===== config.mk =====
export PLATFORM = sky130hd
export DESIGN_NAME = capture_sequencer_flat
export DESIGN_NICKNAME = d
export VERILOG_FILES = /design/src/rtl/capture_sequencer_if.sv /design/src/rtl/capture_sequencer.sv /design/src/flat_wrapper.sv
export SDC_FILE = /design/constraint.sdc
export NUM_CORES = 1
export LEC_CHECK = 0
export ABC_AREA = 1
export BUFFER_PORTS_ARGS = -buffer_cell sky130_fd_sc_hd__buf_2
export CORE_MARGIN = 4
export CORE_UTILIZATION = 62
export CTS_CLUSTER_DIAMETER = 30
export DETAILED_ROUTE_END_ITERATION = 16
export PLACE_DENSITY = 0.87
export SLEW_MARGIN = 20
export SYNTH_ARGS = -nofsm -noshare
export SYNTH_HDL_FRONTEND = slang
export SYNTH_SLANG_ARGS = --single-unit

===== constraint.sdc =====
create_clock -name adc_clk -period 3.8 [get_ports adc_clk]
set_input_delay 0.19 -clock adc_clk [delete_from_list [all_inputs] [get_ports adc_clk]]
set_output_delay 0.19 -clock adc_clk [all_outputs]
set_load 0.01 [all_outputs]

===== src/rtl/capture_sequencer_if.sv =====
// capture_sequencer_if: segment handshake between the capture sequencer (master) and the sample FIFO (slave)
interface capture_sequencer_if;
    logic capture_go_o;
    logic segment_go_o;
    logic segment_done_i;
    modport master (output capture_go_o, segment_go_o, input segment_done_i);
    modport slave (input capture_go_o, segment_go_o, output segment_done_i);
endinterface


===== src/rtl/capture_sequencer.sv =====
// capture_sequencer: arm, trigger qualification, trigger offset and multi-segment timing for ADC capture
// Optional trigger timeout in ARMED is enabled by defining CAPTURE_SEQ_TIMEOUT_EN.
module capture_sequencer #(
    parameter int pSEG_WIDTH = 16,
    parameter int pCYC_WIDTH = 20,
    parameter int pOFS_WIDTH = 32
) (
    input  logic                  adc_clk,
    input  logic                  reset_n,
    input  logic                  arm_i,
    input  logic                  trigger_i,
    input  logic                  trigger_wait_i,
    input  logic [pOFS_WIDTH-1:0] trigger_offset_i,
    input  logic [pSEG_WIDTH-1:0] num_segments_i,
    input  logic [pCYC_WIDTH-1:0] segment_cycles_i,
    input  logic                  abort_i,
    capture_sequencer_if.master   fifo,
    output logic                  armed_o,
    output logic [pSEG_WIDTH-1:0] seg_count_o,
    output logic [pOFS_WIDTH-1:0] trigger_length_o,
    output logic                  timing_err_o,
    output logic                  done_o,
`ifdef CAPTURE_SEQ_TIMEOUT_EN
    input  logic [23:0]           timeout_cycles_i,
    output logic                  timeout_o,
`endif
    output logic [2:0]            state_o
);
    typedef enum logic [2:0] {
        IDLE          = 3'd0,
        WAIT_INACTIVE = 3'd1,
        ARMED         = 3'd2,
        OFFSET        = 3'd3,
        CAPTURE       = 3'd4,
        GAP           = 3'd5,
        DONE          = 3'd6
    } state_t;

    state_t                state, state_nx;
    logic                  arm_q;
    logic [pOFS_WIDTH-1:0] ofs_cnt, ofs_cnt_nx;
    logic [pCYC_WIDTH-1:0] gap_cnt;
    logic [pSEG_WIDTH-1:0] seg_next, seg_target;
    logic                  arm_rise, seg_last, gap_expired;
    logic                  fire, seg_inc, clr_stats, timing_set;

    assign arm_rise    = arm_i & ~arm_q;
    assign seg_next    = seg_count_o + 1'b1;
    assign seg_target  = (num_segments_i == '0) ? pSEG_WIDTH'(1) : num_segments_i;
    assign seg_last    = seg_next == seg_target;
    assign gap_expired = gap_cnt == '0;
    assign armed_o     = (state == WAIT_INACTIVE) || (state == ARMED);
    assign done_o      = state == DONE;
    assign state_o     = state;

`ifdef CAPTURE_SEQ_TIMEOUT_EN
    logic [23:0] tmo_cnt;
    logic        tmo_hit, tmo_set;
    assign tmo_hit = (timeout_cycles_i != '0) && (tmo_cnt + 24'd1 == timeout_cycles_i);
`endif

    always_comb begin
        state_nx   = state;
        ofs_cnt_nx = ofs_cnt;
        fire       = 1'b0;
        seg_inc    = 1'b0;
        clr_stats  = 1'b0;
        timing_set = 1'b0;
`ifdef CAPTURE_SEQ_TIMEOUT_EN
        tmo_set    = 1'b0;
`endif
        if (abort_i) begin
            state_nx = IDLE;
        end else begin
            case (state)
                IDLE: if (arm_rise) begin
                    clr_stats = 1'b1;
                    state_nx  = trigger_wait_i ? WAIT_INACTIVE : ARMED;
                end
                WAIT_INACTIVE: state_nx = !arm_i ? IDLE : (!trigger_i ? ARMED : WAIT_INACTIVE);
                ARMED: begin
                    if (!arm_i) begin
                        state_nx = IDLE;
                    end else if (trigger_i) begin
                        // Zero offset starts the segment straight from the trigger cycle.
                        fire       = trigger_offset_i == '0;
                        ofs_cnt_nx = trigger_offset_i - 1'b1;
                        state_nx   = fire ? CAPTURE : OFFSET;
                    end
`ifdef CAPTURE_SEQ_TIMEOUT_EN
                    else if (tmo_hit) begin
                        tmo_set  = 1'b1;
                        state_nx = IDLE;
                    end
`endif
                end
                OFFSET: begin
                    fire       = ofs_cnt == '0;
                    ofs_cnt_nx = ofs_cnt - 1'b1;
                    state_nx   = fire ? CAPTURE : OFFSET;
                end
                CAPTURE: if (fifo.segment_done_i) begin
                    seg_inc = 1'b1;
                    if (seg_last) begin
                        state_nx = DONE;
                    end else if (segment_cycles_i == '0) begin
                        state_nx = ARMED;
                    end else if (gap_expired) begin
                        timing_set = 1'b1;
                        fire       = 1'b1;
                    end else begin
                        state_nx = GAP;
                    end
                end
                GAP: begin
                    fire     = gap_expired;
                    state_nx = gap_expired ? CAPTURE : GAP;
                end
                default: state_nx = IDLE;
            endcase
        end
    end

    always_ff @(posedge adc_clk or negedge reset_n) begin
        if (!reset_n) begin
            state             <= IDLE;
            arm_q             <= 1'b0;
            ofs_cnt           <= '0;
            gap_cnt           <= '0;
            fifo.segment_go_o <= 1'b0;
            fifo.capture_go_o <= 1'b0;
            seg_count_o       <= '0;
            trigger_length_o  <= '0;
            timing_err_o      <= 1'b0;
        end else begin
            state             <= state_nx;
            arm_q             <= arm_i;
            ofs_cnt           <= ofs_cnt_nx;
            fifo.segment_go_o <= fire;
            fifo.capture_go_o <= fire | (fifo.capture_go_o && state_nx != IDLE && state_nx != DONE);
            // Spacing counter restarts at every segment start and parks at zero.
            gap_cnt           <= fire ? ((segment_cycles_i == '0) ? '0 : segment_cycles_i - 1'b1)
                                      : (gap_expired ? gap_cnt : gap_cnt - 1'b1);
            seg_count_o       <= clr_stats ? '0 : (seg_inc ? seg_next : seg_count_o);
            trigger_length_o  <= clr_stats ? '0
                               : ((fifo.capture_go_o && !(&trigger_length_o)) ? trigger_length_o + 1'b1 : trigger_length_o);
            timing_err_o      <= !clr_stats && (timing_err_o || timing_set);
        end
    end

`ifdef CAPTURE_SEQ_TIMEOUT_EN
    always_ff @(posedge adc_clk or negedge reset_n) begin
        if (!reset_n) begin
            tmo_cnt   <= '0;
            timeout_o <= 1'b0;
        end else begin
            tmo_cnt   <= (state == ARMED && state_nx == ARMED) ? tmo_cnt + 24'd1 : '0;
            timeout_o <= !clr_stats && (timeout_o || tmo_set);
        end
    end
`endif
endmodule


===== src/flat_wrapper.sv =====
// flat-port wrapper written by rule: the top's interface ports become plain ports
module capture_sequencer_flat 
#(
    parameter int pSEG_WIDTH = 16,
    parameter int pCYC_WIDTH = 20,
    parameter int pOFS_WIDTH = 32
)
  (adc_clk, reset_n, arm_i, trigger_i, trigger_wait_i, trigger_offset_i, num_segments_i, segment_cycles_i, abort_i, armed_o, seg_count_o, trigger_length_o, timing_err_o, done_o, state_o, fifo_capture_go_o, fifo_segment_go_o, fifo_segment_done_i);
  capture_sequencer_if fifo_i ();
  input  logic adc_clk;
  input  logic reset_n;
  input  logic arm_i;
  input  logic trigger_i;
  input  logic trigger_wait_i;
  input  logic [pOFS_WIDTH-1:0] trigger_offset_i;
  input  logic [pSEG_WIDTH-1:0] num_segments_i;
  input  logic [pCYC_WIDTH-1:0] segment_cycles_i;
  input  logic abort_i;
  output logic armed_o;
  output logic [pSEG_WIDTH-1:0] seg_count_o;
  output logic [pOFS_WIDTH-1:0] trigger_length_o;
  output logic timing_err_o;
  output logic done_o;
  output logic [2:0] state_o;
  output wire logic [$bits(fifo_i.capture_go_o)-1:0] fifo_capture_go_o;
  output wire logic [$bits(fifo_i.segment_go_o)-1:0] fifo_segment_go_o;
  input wire logic [$bits(fifo_i.segment_done_i)-1:0] fifo_segment_done_i;
  assign fifo_capture_go_o = fifo_i.capture_go_o;
  assign fifo_segment_go_o = fifo_i.segment_go_o;
  assign fifo_i.segment_done_i = fifo_segment_done_i;
  capture_sequencer #(.pSEG_WIDTH(pSEG_WIDTH), .pCYC_WIDTH(pCYC_WIDTH), .pOFS_WIDTH(pOFS_WIDTH)) u_core (.adc_clk(adc_clk), .reset_n(reset_n), .arm_i(arm_i), .trigger_i(trigger_i), .trigger_wait_i(trigger_wait_i), .trigger_offset_i(trigger_offset_i), .num_segments_i(num_segments_i), .segment_cycles_i(segment_cycles_i), .abort_i(abort_i), .fifo(fifo_i), .armed_o(armed_o), .seg_count_o(seg_count_o), .trigger_length_o(trigger_length_o), .timing_err_o(timing_err_o), .done_o(done_o), .state_o(state_o));
endmodule

# After elaboration in Yosys (flattened, before gate mapping)
# Index checks and enable logic that the tools add are counted.
# totals
output_inout_bits,56
input_bits,75
elab_cells,92
ff_bits,107
# op_classes
bitwise,4
muxes,42
reduce_logical,20
n_addsub,6
eq_ne,11
# op_table
operator,n
32-bit 2-to-1 mux,4
32-bit zero test,2
32-bit one-hot mux with 2 select lines,1
32-bit by 1-bit subtractor with 32-bit output (second input constant),2
20-bit 2-to-1 mux,3
16-bit 2-to-1 mux,3
20-bit zero test,2
20-bit by 1-bit subtractor with 20-bit output (second input constant),2
3-bit 2-to-1 mux,11
32-bit by 1-bit adder with 32-bit output (second input constant),1
32-bit AND reduction,1
3-bit one-hot mux with 6 select lines,1
16-bit by 1-bit adder with 16-bit output (second input constant),1
16-bit equality test,1
16-bit zero test,1
1-bit 2-to-1 mux,16
3-bit equality test (second input constant),3
3-bit by 2-bit equality test with 1-bit output (second input constant),2
2-bit != test (second input constant),3
2-bit nonzero test,3
1-bit logical AND,4
2-bit 2-to-1 mux,2
1-bit one-hot mux with 4 select lines,1
4-bit AND reduction,1
9 further kinds,12

# Logic depth before layout (Yosys ltp)
# Gate-level depths: netlist of the first run.
# logic_depth
word_depth,11
ltp_mapped,20
depth_no_buf,20

# Least setup slack after synthesis of the first run
# OpenSTA, ideal clock, no wires.
# synth_timing
kind,reg-to-reg
from,reg u_core.seg_count_o[0]
to,reg u_core.gap_cnt[18]
required_time_ns,3.683
setup_slack_ns,1.533
period_less_slack_ns,2.267
stages_incl_launch_ff,20
arrival_ns,2.150
path_cell_list,dfrtp_1 ha_1 nand3_1 nor2_1 nand2_1 nand2_1 nand2_1 nand2_1 nand2_1 nor2_1 nand2_1 nor2_1 nand2_2 nand4_2 nand2_2 nand2_4 inv_2 buf_2 o21ai_1 inv_1
# synth_via
elab_chain_cells,7
elab_cells_between_ends,8
cone_classes,add/sub (1); eq/ne (2); mux (5)
# synth_lines
element,line,rtl
from (decl),capture_sequencer.sv:19,"output logic [pSEG_WIDTH-1:0] seg_count_o,"
from (signal assigned),capture_sequencer.sv:144,seg_count_o <= clr_stats ? '0 : (seg_inc ? seg_next : seg_count_o);
16-bit by 1-bit adder with 16-bit output *,capture_sequencer.sv:48,assign seg_next = seg_count_o + 1'b1;
16-bit equality test *,capture_sequencer.sv:50,assign seg_last = seg_next == seg_target;
1-bit 2-to-1 mux *,capture_sequencer.sv:104,if (seg_last) begin
1-bit 2-to-1 mux *,capture_sequencer.sv:102,CAPTURE: if (fifo.segment_done_i) begin
1-bit one-hot mux with 4 select lines *,capture_sequencer.sv:75,case (state)
1-bit 2-to-1 mux *,capture_sequencer.sv:72,if (abort_i) begin
named net u_core.fire,capture_sequencer.sv:45,"logic fire, seg_inc, clr_stats, timing_set;"
2-bit != test (no line) or 20-bit 2-to-1 mux (tied branches),--,
to (signal assigned),capture_sequencer.sv:142,gap_cnt <= fire ? ((segment_cycles_i == '0) ? '0 : segment_cycles_i - 1'b1)
to (decl),capture_sequencer.sv:42,logic [pCYC_WIDTH-1:0] gap_cnt;
# The timed path passes the listed nets; every way through them passes the cells marked *.
# A chain may end at the register's enable or synchronous reset.

# Worst setup path in the final report of the first run
# layout_timing
from,reg u_core.state[0] (netlist: u_core.state_o[0])
to,reg u_core.ofs_cnt[30]
# layout_via
elab_chain_cells,3
elab_cells_between_ends,7
cone_classes,eq/ne (4); mux (1); reduce/logical (2)
# layout_lines
element,line,rtl
from (decl),capture_sequencer.sv:39,"state_t state, state_nx;"
from (signal assigned),capture_sequencer.sv:136,state <= state_nx;
3-bit by 2-bit equality test with 1-bit output,capture_sequencer.sv:75,
2-bit != test (no line) or 2-bit nonzero test (tied branches),--,
4-bit AND reduction (no line),--,
to (signal assigned),capture_sequencer.sv:138,ofs_cnt <= ofs_cnt_nx;
to (decl),capture_sequencer.sv:41,"logic [pOFS_WIDTH-1:0] ofs_cnt, ofs_cnt_nx;"
# Several ways; a longest one is shown, not always the timed one.

==> run_results.csv, run 1 <==
group,metric,value,unit
sta,skew,8.53,ps
floorplanning,start_util,63.1,%
drt,ant_nets,0,
logic_synthesis,syn-cell-area,7960,µm²
final_layout,final.fill_count,1076,
drt,first_pass_iters,6,
place,portBuffers,130,
setup_path,path_max_fanout,28,
sta,tightest_slew,750,ps
logic_synthesis,async_reset_ff_share,100,%
cts,cts_buffer_depth,2,
flow_run,maxCapViolations,0,
pwr,p_leak,4.68,nW
place,gp_congestion,0.941,
hold_path,whs_path_depth,2,
setup_path,slowest_delay,610,ps
logic_synthesis,synth_ff_type,"dfrtp_1",
pwr,p_per_area,368,nW/µm²
setup_path,cp_num_buf_inv,3,
final_layout,nets,1378,
logic_synthesis,yosysSeqAreaShare,33.6,%
sta,rsz0062_at_grt,"false",
setup_path,timing.rr.start,"u_core.state_o[0]$_DFF_PN0_",
floorplanning,pin_count,131,
logic_synthesis,syn-num-nets,1249,
hold_path,min_path_type,"input port to flip-flop",
cts,cts_buffers,9,
drt,route.detailed.drc,0,
sta,period_share,76.7,%
logic_synthesis,ys_warn_count,0,
final_layout,syn2layout_area_growth,13.9,%
sta,fin_crit,2910,ps
setup_path,ff2ff_setup_slack,890,ps
cts,clk_transition_reported_paths,80,ps
run_status,status,"finished, final reports clean",
floorplanning,die_x,121,µm
setup_path,end_kind,"flip-flop",
sta,slew_viol_final,0,
final_layout,antenna_cells,0,
pwr,ir_drop,0.249,mV
setup_path,cp_cell_sequence,"nand3_4, buf_4, o21ai_1, inv_1, nor2_1, inv_1, nor2_1, nand2_1, nor2_1, nand4_1, xor2_1, nand2_1, nand2_1",
setup_path,r2r-end,"u_core.ofs_cnt[30]$_DFFE_PN0P_",
drt,vias_per_cell,5.50,
sta,max_freq,343,MHz
final_layout,multi_input_area,4460,µm²
setup_path,start_kind,"flip-flop",
cts,cts_resized,0,
sta,slew_headroom,49.5,%
setup_path,path_delay_family,"simple AND/OR/NAND/NOR gates",
cts,cts_setup_buffers,0,
setup_path,r2r_cells,13,
global_routing,grt_pass1_wl,34200,µm
global_routing,antenna_found_initial,1,
cts,clk_latency,370,ps
floorplanning,num_rows,41,
sta,setup_viol,0,
floorplanning,die-area,14700,µm²
logic_synthesis,postSynthAreaPerCell,6.83,µm²
hold_path,min_to,"u_core.state_o[1]$_DFF_PN0_",
logic_synthesis,synth_cells,1165,
hold_path,worstHoldStart,"abort_i",
logic_synthesis,yosysUniqueCellTypes,55,
logic_synthesis,synth-edff-count,0,
drt,drt_iter0_drc,847,
final_layout,regArea,2680,µm²
cts,cts_tree,"done",
setup_path,slowest_stage,"dfrtp_1",
sta,finalHoldViolations,0,
global_routing,grt_usage,28.5,%
floorplanning,die_h,121,µm
place,dp_hpwl,16000,µm
global_routing,grt_pass1_vias,7350,
cts,ctsRootBufferMaster,"clkbuf_16",
global_routing,overflow,0,
drt,vias,8096,
setup_path,critPathArrivalTime,3180,ps
floorplanning,coreArea,12600,µm²
drt,routedWlPerCell,14.1,µm
cts,cts_sinks,107,
setup_path,crit_required,4060,ps
global_routing,grt_max_degree,45,
sta,tns,0,ps
pwr,p_total,3.34,mW
setup_path,crit_type,"flip-flop to flip-flop",
logic_synthesis,ys_seq_elements,107,
final_layout,drive_gt1_share,15.7,%
drt,drt-total-wl,20700,µm
cts,htree_levels,3,
[routing by layer]
layer  part of all wire, %  track usage, %  vias to the layer above
li1                      -               -                     4053
met1                    45            40.5                     3679
met2                    45            44.6                      317
met3                   7.3            4.52                       45
met4                   2.3            9.24                        2
met5                 0.063               0                        -
[cells by family (layout without fill, tap and decap cells)]
family,after synthesis,count (layout),share of synthesized area [%]
XOR/XNOR,56,56,6.33
multiplexers,9,9,1.43
flip-flops,107,107,33.6
buffers and inverters,199,333,10.3
adder cells (fa/ha/maj),9,9,1.41
AND/OR/NAND/NOR,615,615,35.1
AO/OA/AOI/OAI,170,170,11.8
[layout by cell type (no fill, tap or decap), types with 7 or more instances in the layout]
cell type,instances
nand2_1,272
inv_1,169
nor2_1,150
buf_2,129
dfrtp_1,107
o21ai_0,74
nand3_1,60
a21oi_1,45
xor2_1,34
nor3_1,34
nand4_1,30
nor4_1,26
xnor2_1,21
o21ai_1,17
buf_4,10
ha_1,9
clkbuf_16,9
o22ai_1,8
nor2_2,7
[layout make-up]
| cell class | count | area share, % |
|---|---|---|
| Clock buffer | 10 | 2.64 |
| Clock inverter | 6 | 0.786 |
| Inverter | 176 | 7.31 |
| Multi-Input combinational cell | 859 | 49.2 |
| Sequential cell | 107 | 29.5 |
| Tap cell | 172 | 2.37 |
| Timing Repair Buffer | 141 | 8.17 |
[cells in the mapped netlist (all sizes together), types with 3 or more instances]
library cell / instances / area [µm²]
a211oi: 4 / 30.0
a21oi: 45 / 225
a31oi: 4 / 25.0
buf: 12 / 118
clkbuf: 11 / 41.3
dfrtp: 107 / 2680
ha: 9 / 113
inv: 175 / 659
mux2i: 9 / 114
nand2: 278 / 1060
nand3: 62 / 335
nand3b: 6 / 45.0
nand4: 32 / 221
nor2: 159 / 629
nor3: 39 / 226
nor4: 29 / 209
o21a: 3 / 22.5
o21ai: 96 / 499
o22ai: 8 / 50.1
o31ai: 4 / 30.0
or2: 8 / 50.1
xnor2: 21 / 184
xor2: 34 / 298
[state kept, by name, summed over array words and instances (netlist names)]
| register | flops |
|---|---|
| u_core.ofs_cnt | 32 |
| u_core.trigger_length_o | 32 |
| u_core.gap_cnt | 20 |
| u_core.seg_count_o | 16 |
| u_core.state_o | 3 |
| u_core.arm_q | 1 |
| u_core.fifo.capture_go_o | 1 |
| u_core.fifo.segment_go_o | 1 |
| u_core.timing_err_o | 1 |
[repair_timing]
action	4_1_cts	5_1_grt
hold buffers	2	0
endpoints found under the setup margin	0	0
endpoints found under the hold margin	31	0
[power breakdown]
| group | internal, mW | leakage [nW] | total, mW | switching (mW) |
|---|---|---|---|---|
| clock | 0.535 | 0.146 | 0.988 | 0.453 |
| sequential | 1.36 | 1.40 | 1.58 | 0.216 |
| combinational | 0.318 | 3.13 | 0.777 | 0.459 |
| total | 2.21 | 4.68 | 3.34 | 1.13 |
[worst max path at each step]
stage | startpoint | endpoint | slack (ps) | cells after the start
6_report | u_core.state_o[0]$_DFF_PN0_ | u_core.ofs_cnt[30]$_DFFE_PN0P_ | 890 | 13
5_1_grt | u_core.seg_count_o[0]$_DFFE_PN0P_ | u_core.gap_cnt[9]$_DFFE_PN0P_ | 650 | 19
3_3_place_gp | u_core.state_o[0]$_DFF_PN0_ | u_core.ofs_cnt[25]$_DFFE_PN0P_ | 990 | 13
2_1_floorplan | u_core.seg_count_o[0]$_DFFE_PN0P_ | u_core.gap_cnt[18]$_DFFE_PN0P_ | 1530 | 19
4_1_cts | u_core.state_o[1]$_DFF_PN0_ | u_core.ofs_cnt[30]$_DFFE_PN0P_ | 910 | 13
3_5_place_dp | u_core.state_o[1]$_DFF_PN0_ | u_core.ofs_cnt[25]$_DFFE_PN0P_ | 950 | 13
[per-stage QoR]
stage | util (%) | instance area, µm² | std cells | hold slack (ps) | setup slack (ps)
after floorplan | - | 7960 | 1165 | -106 | 1530
after global placement | 69.2 | 8740 | 1453 | 144 | 991
after detailed placement | 69.2 | 8740 | 1453 | 143 | 955
after CTS | 71.9 | 9070 | 1471 | 131 | 915
after global routing | 71.9 | 9070 | 1471 | 153 | 649
final | 71.9 | 9070 | 1471 | 137 | 886
(Power assumes the default switching activity.)
==> inputs of run 2 (changes only) <==
--- a/config.mk
+++ b/config.mk
@@ -5,13 +5,13 @@
 export SDC_FILE = /design/constraint.sdc
 export NUM_CORES = 1
 export LEC_CHECK = 0
-export ABC_AREA = 1
+export ABC_AREA = 0
 export BUFFER_PORTS_ARGS = -buffer_cell sky130_fd_sc_hd__buf_2
 export CORE_MARGIN = 4
-export CORE_UTILIZATION = 62
+export CORE_UTILIZATION = 58
 export CTS_CLUSTER_DIAMETER = 30
 export DETAILED_ROUTE_END_ITERATION = 16
-export PLACE_DENSITY = 0.87
+export PLACE_DENSITY = 0.82
 export SLEW_MARGIN = 20
 export SYNTH_ARGS = -nofsm -noshare
 export SYNTH_HDL_FRONTEND = slang
==> constraint.sdc (replaced) <==
create_clock -name adc_clk -period 2.8 [get_ports adc_clk]
set_input_delay 0.14 -clock adc_clk [delete_from_list [all_inputs] [get_ports adc_clk]]
set_output_delay 0.14 -clock adc_clk [all_outputs]
set_load 0.01 [all_outputs]
==> run_results.csv, run 2 <==
group,metric,value,unit
logic_synthesis,syn-num-nets,1021,
setup_path,r2r_cells,10,
sta,fin_crit,3210,ps
drt,vias_per_cell,6.26,
place,dp_hpwl,15800,µm
cts,cts_buffers,9,
global_routing,grt_pass1_wl,35300,µm
place,dp_slack,-314,ps
sta,max_freq,312,MHz
sta,slew_headroom,50.7,%
drt,route.detailed.drc,0,
floorplanning,num_rows,41,
logic_synthesis,synth_ff_type,"dfrtp_1",
sta,period_share,115,%
setup_path,crit_required,3020,ps
setup_path,cp-endpoint,"u_core.fifo.capture_go_o$_DFF_PN0_",
logic_synthesis,synth_top_cell_area_share,34.5,%
global_routing,grt_max_degree,54,
final_layout,antenna_cells,0,
setup_path,timing.rr.start,"u_core.seg_count_o[0]$_DFFE_PN0P_",
logic_synthesis,ys_seq_elements,107,
logic_synthesis,synth-edff-count,0,
logic_synthesis,async_reset_ff_share,100,%
logic_synthesis,yosysUniqueCellTypes,68,
final_layout,syn2layout_area_growth,34.6,%
cts,cts_tree,"done",
final_layout,layout_common_cells,"buf_2, buf_4, dfrtp_1",
final_layout,drive_gt1_share,32.2,%
sta,finalHoldWorstSlack,120,ps
pwr,ir_drop,0.574,mV
logic_synthesis,postSynthAreaPerCell,8.28,µm²
cts,htree_levels,3,
drt,vias,8344,
place,gp_congestion,0.904,
setup_path,start_kind,"flip-flop",
cts,cts_sinks,107,
drt,drt-total-wl,24600,µm
sta,tightest_slew,739,ps
setup_path,end_kind,"flip-flop",
place,portBuffers,130,
sta,skew,12.2,ps
place,dp_cells,1295,
sta,setup_viol,25,
setup_path,startpoint,"u_core.seg_count_o[0]$_DFFE_PN0P_",
global_routing,grt_pass1_vias,7476,
hold_path,min_path_type,"input port to flip-flop",
floorplanning,die_x,124,µm
cts,clk_latency,360,ps
sta,finalHoldViolations,0,
logic_synthesis,yosys-top-cells-area,"dfrtp_1, xnor2_1, nand2_1",
floorplanning,die_h,124,µm
setup_path,path_max_fanout,4,
final_layout,fin_cells,1332,
setup_path,critPathArrivalTime,3430,ps
drt,routedWlPerCell,18.5,µm
logic_synthesis,syn-cell-area,7760,µm²
setup_path,crit_type,"flip-flop to flip-flop",
floorplanning,pin_count,131,
cts,ctsRootBufferMaster,"clkbuf_16",
sta,rsz0062_at_grt,"true",
flow_run,maxCapViolations,0,
logic_synthesis,synth_cells,937,
setup_path,r2r-end,"u_core.fifo.capture_go_o$_DFF_PN0_",
sta,slew_viol_final,0,
cts,cts_buffer_depth,2,
pwr,p_per_area,373,nW/µm²
final_layout,nets,1239,
setup_path,ff2ff_setup_slack,-410,ps
global_routing,grt_usage,28.5,%
final_layout,layout_commonest_cell,"buf_2",
global_routing,antenna_found_initial,0,
floorplanning,die-area,15300,µm²
drt,ant_nets,0,
run_status,status,"finished, violations left",
sta,tns,-6180,ps
logic_synthesis,yosys.area.top_type,"dfrtp_1",
logic_synthesis,yosysSeqAreaShare,34.5,%
global_routing,overflow,0,
floorplanning,start_util,60.2,%
pwr,p_leak,4.37,nW
drt,first_pass_iters,6,
logic_synthesis,synth_common_cells,"dfrtp_1, nand2_1, nor2_1, a21oi_1, o21ai_0",
run_status,violations,"setup timing",
sta,timing.final.ws_setup,-409,ps
drt,drt_iter0_drc,881,
final_layout,top_regs,"u_core.ofs_cnt x32, u_core.trigger_length_o x32, u_core.gap_cnt x20",
logic_synthesis,ys_warn_count,0,
floorplanning,coreArea,12900,µm²
logic_synthesis,yosysMostFrequentCell,"dfrtp_1",
cts,clk_transition_reported_paths,80,ps
## run 2: cell types whose count changed after synthesis, sizes merged, moves of 18 or more
cell / before / now
or3: 0 / 18
inv: 175 / 16
nor2: 159 / 90
xnor2: 21 / 46
o21ai: 96 / 52
nand2: 278 / 97
clkbuf: 11 / 34
nand2b: 0 / 19
o31ai: 4 / 34
nand3: 62 / 43
## run 2: layout make-up
class	instances	area [µm²]
clock buffers	9	225
clock inverters	7	76.3
fillers	829	2440
inverters	16	60.1
multi-input cells	765	5430
flip-flops and latches	107	2680
well taps	172	215
repair buffers	256	1760
## run 2: cells by family after synthesis
group | synth area share (%)
and+or+nand+nor | 29.6
muxes | 3.66
buffers and inverters | 3.36
xor gates and xnor gates | 9.82
adders and majority gates | 1.45
AOI/OAI and AO/OA | 17.6
DFF | 34.5
## run 2: worst min path at each step
stage                              start                                 end  slack [ps]  cells after the start
floorplan                        reset_n              u_core.arm_q$_DFF_PN0_        -160                      0
global placement                 reset_n   u_core.seg_count_o[8]$_DFFE_PN0P_         240                      1
detailed placement               reset_n  u_core.seg_count_o[11]$_DFFE_PN0P_         250                      1
CTS                 segment_cycles_i[15]      u_core.gap_cnt[15]$_DFFE_PN0P_         110                      4
global route                     abort_i         u_core.state_o[1]$_DFF_PN0_         130                      2
finish                           abort_i         u_core.state_o[1]$_DFF_PN0_         120                      2
## run 2: through the flow
stage | utilization [%] | instance area, µm² | power, mW
after detailed placement | 72.8 | 9380 | 2.54
after global routing | 81.1 | 10400 | 4.08
after CTS | 76.2 | 9810 | 3.87
after floorplan | - | 7960 | 2.21
after global placement | 72.8 | 9380 | 2.51
final | 81.1 | 10400 | 3.90
## run 2: timing repair
action	4_1_cts	5_1_grt
cloned	0	8
setup buffers	3	9
resized for setup	18	78
endpoints found under the setup margin	25	39
hold endpoints to repair	52	0
hold buffers	2	0
pin swaps	7	14
## run 2: metal layers
metal / vias to the layer above / global-route usage, % / part of all wire (%)
li1: 3840 / - / -
met1: 4012 / 37.4 / 41
met2: 396 / 48.3 / 48
met3: 96 / 5.27 / 7.1
met4: 0 / 8.24 / 3.5
met5: - / 0 / 0
## run 2: power by group
part | internal, mW | total [mW] | switching (mW)
Clock | 0.701 | 1.32 | 0.623
Combinational | 0.309 | 0.693 | 0.384
Sequential | 1.71 | 1.88 | 0.172
## run 2: worst max-delay path, stage by stage, from the launching register on
cell and delay (ps):
dfrtp_2 420, buf_6 130, nand4_4 80, or4_4 450
xnor2_1 140, or4_1 420, or4_4 480, o21a_1 230
o21a_1 200, o41ai_2 390, nand3b_1 150
